### src/rtl/div_radix2_axis.sv
// Radix-2 restoring unsigned divider with stream handshakes: one quotient bit per clock.
// Latency WIDTH clocks from operand accept to dout valid; operands accepted only in IDLE, result held until dout tready.
module div_radix2_axis #(
    parameter int WIDTH = 32
) (
    input  logic                 clk,
    input  logic                 rst,
    input  logic [WIDTH-1:0]     s_axis_divisor_tdata,
    input  logic                 s_axis_divisor_tvalid,
    output logic                 s_axis_divisor_tready,
    input  logic [WIDTH-1:0]     s_axis_dividend_tdata,
    input  logic                 s_axis_dividend_tvalid,
    output logic                 s_axis_dividend_tready,
    output logic [2*WIDTH-1:0]   m_axis_dout_tdata,
    output logic                 m_axis_dout_tvalid,
    input  logic                 m_axis_dout_tready
);

    localparam int CW = (WIDTH > 1) ? $clog2(WIDTH) : 1;
    localparam logic [CW-1:0] LAST_STEP = CW'(WIDTH - 1);

    typedef enum logic [1:0] {IDLE, CALC, DONE} state_t;

    state_t           state, state_nxt;
    logic [WIDTH-1:0] rem, quo, dvsr;
    logic [CW-1:0]    cnt;

    logic             accept;
    logic [WIDTH:0]   shifted;
    logic             fits;
    logic [WIDTH-1:0] diff;
    logic [WIDTH-1:0] rem_nxt, quo_nxt;

    assign s_axis_divisor_tready  = (state == IDLE) && !rst;
    assign s_axis_dividend_tready = (state == IDLE) && !rst;
    assign accept = (state == IDLE) && s_axis_divisor_tvalid && s_axis_dividend_tvalid;

    // Shifted partial remainder is WIDTH+1 bits wide so divisors >= 2^(WIDTH-1) compare correctly.
    // When it fits, the true difference is below the divisor, so a WIDTH-bit subtract is exact.
    assign shifted = {rem, quo[WIDTH-1]};
    assign fits    = (shifted >= {1'b0, dvsr});
    assign diff    = shifted[WIDTH-1:0] - dvsr;
    assign rem_nxt = fits ? diff : shifted[WIDTH-1:0];
    assign quo_nxt = {quo[WIDTH-2:0], fits};

    always_ff @(posedge clk) begin
        if (rst) begin
            state <= IDLE;
        end else begin
            state <= state_nxt;
        end
    end

    always_comb begin
        state_nxt = state;
        case (state)
            IDLE:    if (accept) state_nxt = CALC;
            CALC:    if (cnt == LAST_STEP) state_nxt = DONE;
            DONE:    if (m_axis_dout_tready) state_nxt = IDLE;
            default: state_nxt = IDLE;
        endcase
    end

    always_ff @(posedge clk) begin
        if (rst) begin
            m_axis_dout_tvalid <= 1'b0;
            m_axis_dout_tdata  <= '0;
            cnt                <= '0;
            rem                <= '0;
            quo                <= '0;
            dvsr               <= '0;
        end else begin
            case (state)
                IDLE: begin
                    if (accept) begin
                        dvsr <= s_axis_divisor_tdata;
                        quo  <= s_axis_dividend_tdata;
                        rem  <= '0;
                        cnt  <= '0;
                    end
                end
                CALC: begin
                    rem <= rem_nxt;
                    quo <= quo_nxt;
                    cnt <= cnt + 1'b1;
                    if (cnt == LAST_STEP) begin
                        m_axis_dout_tdata  <= {quo_nxt, rem_nxt};
                        m_axis_dout_tvalid <= 1'b1;
                    end
                end
                DONE: begin
                    if (m_axis_dout_tready) m_axis_dout_tvalid <= 1'b0;
                end
                default: ;
            endcase
        end
    end

endmodule
### config.mk
export PLATFORM = sky130hd
export DESIGN_NAME = div_radix2_axis
export DESIGN_NICKNAME = d
export VERILOG_FILES = /design/src/rtl/div_radix2_axis.sv
export SDC_FILE = /design/constraint.sdc
export NUM_CORES = 1
export LEC_CHECK = 0
export CORE_AREA = 8 8 138 140
export CTS_BUF_LIST = sky130_fd_sc_hd__clkbuf_16
export CTS_CLUSTER_SIZE = 16
export DETAILED_ROUTE_END_ITERATION = 16
export DIE_AREA = 0 0 146 148
export DONT_BUFFER_PORTS = 1
export PLACE_DENSITY = 0.64
export SLEW_MARGIN = 0
export SYNTH_ARGS = -nofsm -noshare
export SYNTH_HDL_FRONTEND = slang
export SYNTH_SLANG_ARGS = --single-unit
### constraint.sdc
create_clock -name clk -period 4.2 [get_ports clk]
set_input_delay 0.84 -clock clk [delete_from_list [all_inputs] [get_ports clk]]
set_output_delay 0.84 -clock clk [all_outputs]
set_load 0.02 [all_outputs]
==> out/metrics.csv <==
stage,metric,value,unit
finish,final_area,0.00884,mm²
timing,finalCritPeriodShare,86.1,%
clock_tree,cts_tree,yes,
worst_setup_path,worstSetupPathType,reg -> reg,
synthesis,yosys-top-cells-count,"nand2_1, dfxtp_1, a21oi_1",
synthesis,synth_fp_nets,1146,
placed_design,portBuffers,0,
detailed_routing,totalWireLength,21.0,mm
timing,drv_slew,0,
grt,grt_overflow_total,0,
placed_design,place_inst,1206,
detailed_routing,drc,0,
finish,fillers,1677,
power,p_per_area,941,mW/mm²
clock_tree,cts_resized,0,
clock_tree,cts_inserted_buffers,17,
finish,final_util,52.2,%
clock_tree,cts_hold_buf,0,
synthesis,synthArstFlopShare,0,%
hold_path,worstHoldPathType,reg -> reg,
synthesis,dominantRegCellSynth,dfxtp_1,
synthesis,synth_area,0.00821,mm²
detailed_routing,drt_pass1_iterations,5,
timing,setup_tns,0,ns
worst_setup_path,critPathArrivalTime,3.88,ns
timing,finalHoldViolations,0,
power,power,0.00832,W
timing,layout_min_cycle_time,3.62,ns
synthesis,synthDominantCellAreaShare,41.0,%
grt,antenna_found_initial,0,
timing,max_freq,0.276,GHz
finish,seq_area,0.00336,mm²
grt,grt_pass1_vias,6671,
die,initial_utilization,48.5,%
clock_tree,clk_pin_slew_worst_paths,0.07,ns
die,io_pins,136,
worst_setup_path,cp.required,4.46,ns
clock_tree,ctsLongestPathBuffers,2,
finish,nNetsFinal,1104,
synthesis,synth_edf_count,0,
placed_design,dpl_cell_area,0.00828,mm²
finish,area_growth,7.70,%
synthesis,ys_ff_latch,168,
flow_run,maxCapViolCount,0,
timing,skew,0.0137,ns
die,die_area,0.0216,mm²
detailed_routing,ant_nets,0,
synthesis,ys_warn_count,0,
die,die_x,146,µm
synthesis,synth.area.top_cells,"dfxtp_1, nand2_1, a21oi_1, ha_1, mux2i_1",
placed_design,place_hpwl,14.3,mm
finish,layout-drive-gt1-share,5.63,%
synthesis,yosysTopAreaCell,dfxtp_1,
synthesis,avgSynthCellArea,7.88,µm²
synthesis,synth_cell_types,61,
grt,track_usage,19.3,%
detailed_routing,vias,6894,
timing,maxSlewHeadroom,21.3,%
grt,grt_pass1_wl,34.6,mm
finish,num_antenna_cells,0,
timing,worst_pin_slew,1.18,ns
placed_design,routabilityCongestion,0.910,
timing,rsz0062_at_grt,no,
finish,layout.cells.non_filler,1238,
clock_tree,cts-root-buf,clkbuf_16,
detailed_routing,wl_per_cell,17.0,µm
worst_setup_path,cp-end-kind,flop,
worst_setup_path,start_kind,flop,
clock_tree,htreeDepth,4,
synthesis,synth-seq-area-share,41.0,%
detailed_routing,drt-vias-per-instance,5.57,
die,die_y,148,µm
die,rows,48,
grt,grt_max_degree,144,
detailed_routing,drt_iter0_drc,455,
finish,multi_input_area,0.00441,mm²
timing,setup_viol,0,
clock_tree,insertion_delay,0.44,ns
worst_setup_path,crit_fanout,4,
clock_tree,cts.sinks,168,
die,core,0.0169,mm²
power,power.leakage,3.32,nW
status,status,"finished, final reports clean",
clock_tree,post_cts_buffers,0,
synthesis,yosysMostFrequentCell,nand2_1,
power,vdd_ir_drop_max,759,µV
synthesis,netlist_instances,1042,
## state kept, by name, summed over array words and instances, names as in the netlist
signal	count
state	2
dvsr	32
m_axis_dout_tdata	64
rem	32
cnt	5
m_axis_dout_tvalid	1
quo	32
## routing by layer
layer  vias up  part of all wire (%)  global-route usage (%)
li1       3509                     -                       -
met1      3217                    46                    23.9
met2       142                    46                    31.2
met3        26                   6.4                    6.02
met4         0                   1.5                    6.54
met5         -                     0                       0
## metrics by stage
stage / setup slack, ns / hold slack, ns
floorplan: 1.20 / 0.436
global placement: 0.592 / 0.438
detailed placement: 0.613 / 0.441
CTS: 0.560 / 0.451
global route: 0.258 / 0.460
finish: 0.583 / 0.452
## final cells by class
cell class	instances	share of cell area [%]
Multi-Input combinational cell	763	49.9
Sequential cell	168	38.0
Clock buffer	17	4.81
Tap cell	225	3.18
Inverter	40	1.70
Clock inverter	15	1.54
Timing Repair Buffer	10	0.849
## worst paths after layout
check,startpoint,endpoint,slack (ns),cells after the start
worst max-delay path,quo[31]$_SDFFE_PP0P_,rem[28]$_SDFFE_PP0P_,0.58,13
worst max register to register,quo[31]$_SDFFE_PP0P_,rem[28]$_SDFFE_PP0P_,0.58,13
worst min register to register,dvsr[1]$_SDFFE_PP0P_,dvsr[1]$_SDFFE_PP0P_,0.45,2
worst min-delay path,dvsr[1]$_SDFFE_PP0P_,dvsr[1]$_SDFFE_PP0P_,0.45,2
## cells by family after synthesis
| family | after synthesis | synth area share, % |
|---|---|---|
| simple gates | 390 | 19.6 |
| compound gates | 275 | 21.1 |
| flops | 168 | 41.0 |
| buf+inv | 111 | 5.52 |
| mux | 35 | 4.36 |
| fa+ha+maj | 35 | 5.43 |
| xor+xnor | 28 | 2.99 |
## placed cells by master (no fill, tap or decap), types with 2 or more instances in the layout
cell type / Yosys / final
a221o_1: 2 / 2
o21bai_1: 5 / 5
mux2_2: 2 / 2
nand3b_1: 3 / 3
nor2_1: 76 / 76
a21oi_1: 105 / 105
nand4_1: 9 / 9
clkinvlp_4: 0 / 2
o21a_1: 5 / 5
inv_1: 40 / 42
a21o_1: 13 / 13
a211oi_1: 30 / 30
dfxtp_1: 168 / 168
inv_8: 0 / 4
nand2_1: 255 / 255
ha_1: 34 / 34
and2_1: 5 / 4
and3_1: 6 / 6
xor2_1: 14 / 14
a22oi_1: 2 / 2
mux2i_1: 32 / 32
a221oi_1: 2 / 2
nor4_1: 3 / 3
o211ai_1: 4 / 4
inv_6: 0 / 4
nand3_1: 9 / 9
nor3_1: 7 / 5
nor2b_1: 3 / 3
o21ai_0: 57 / 57
nand2b_1: 6 / 5
clkinv_4: 0 / 2
clkbuf_16: 0 / 17
a311oi_1: 30 / 30
nor3_2: 0 / 2
xnor2_1: 14 / 14
a31o_2: 2 / 3
buf_4: 2 / 10
a31oi_1: 4 / 4
## report_power, final
part           total [W]  internal [W]  switching (W)
logic            0.00492       0.00206        0.00286
registers        0.00188       0.00176       0.000126
clock network    0.00152      0.000783       0.000732
## worst max-delay path, stage by stage, from the launching register on
cell,delay [ns]
dfxtp_1,0.32
inv_1,0.10
ha_1,0.19
inv_1,0.06
fa_1,0.40
a21o_1,0.19
a221oi_1,0.48
o21a_1,0.25
o211ai_1,0.21
a221oi_2,0.51
o21ai_0,0.21
xor2_1,0.17
mux2i_1,0.24
o21ai_0,0.12
Power figures use the tool's default switching activity.
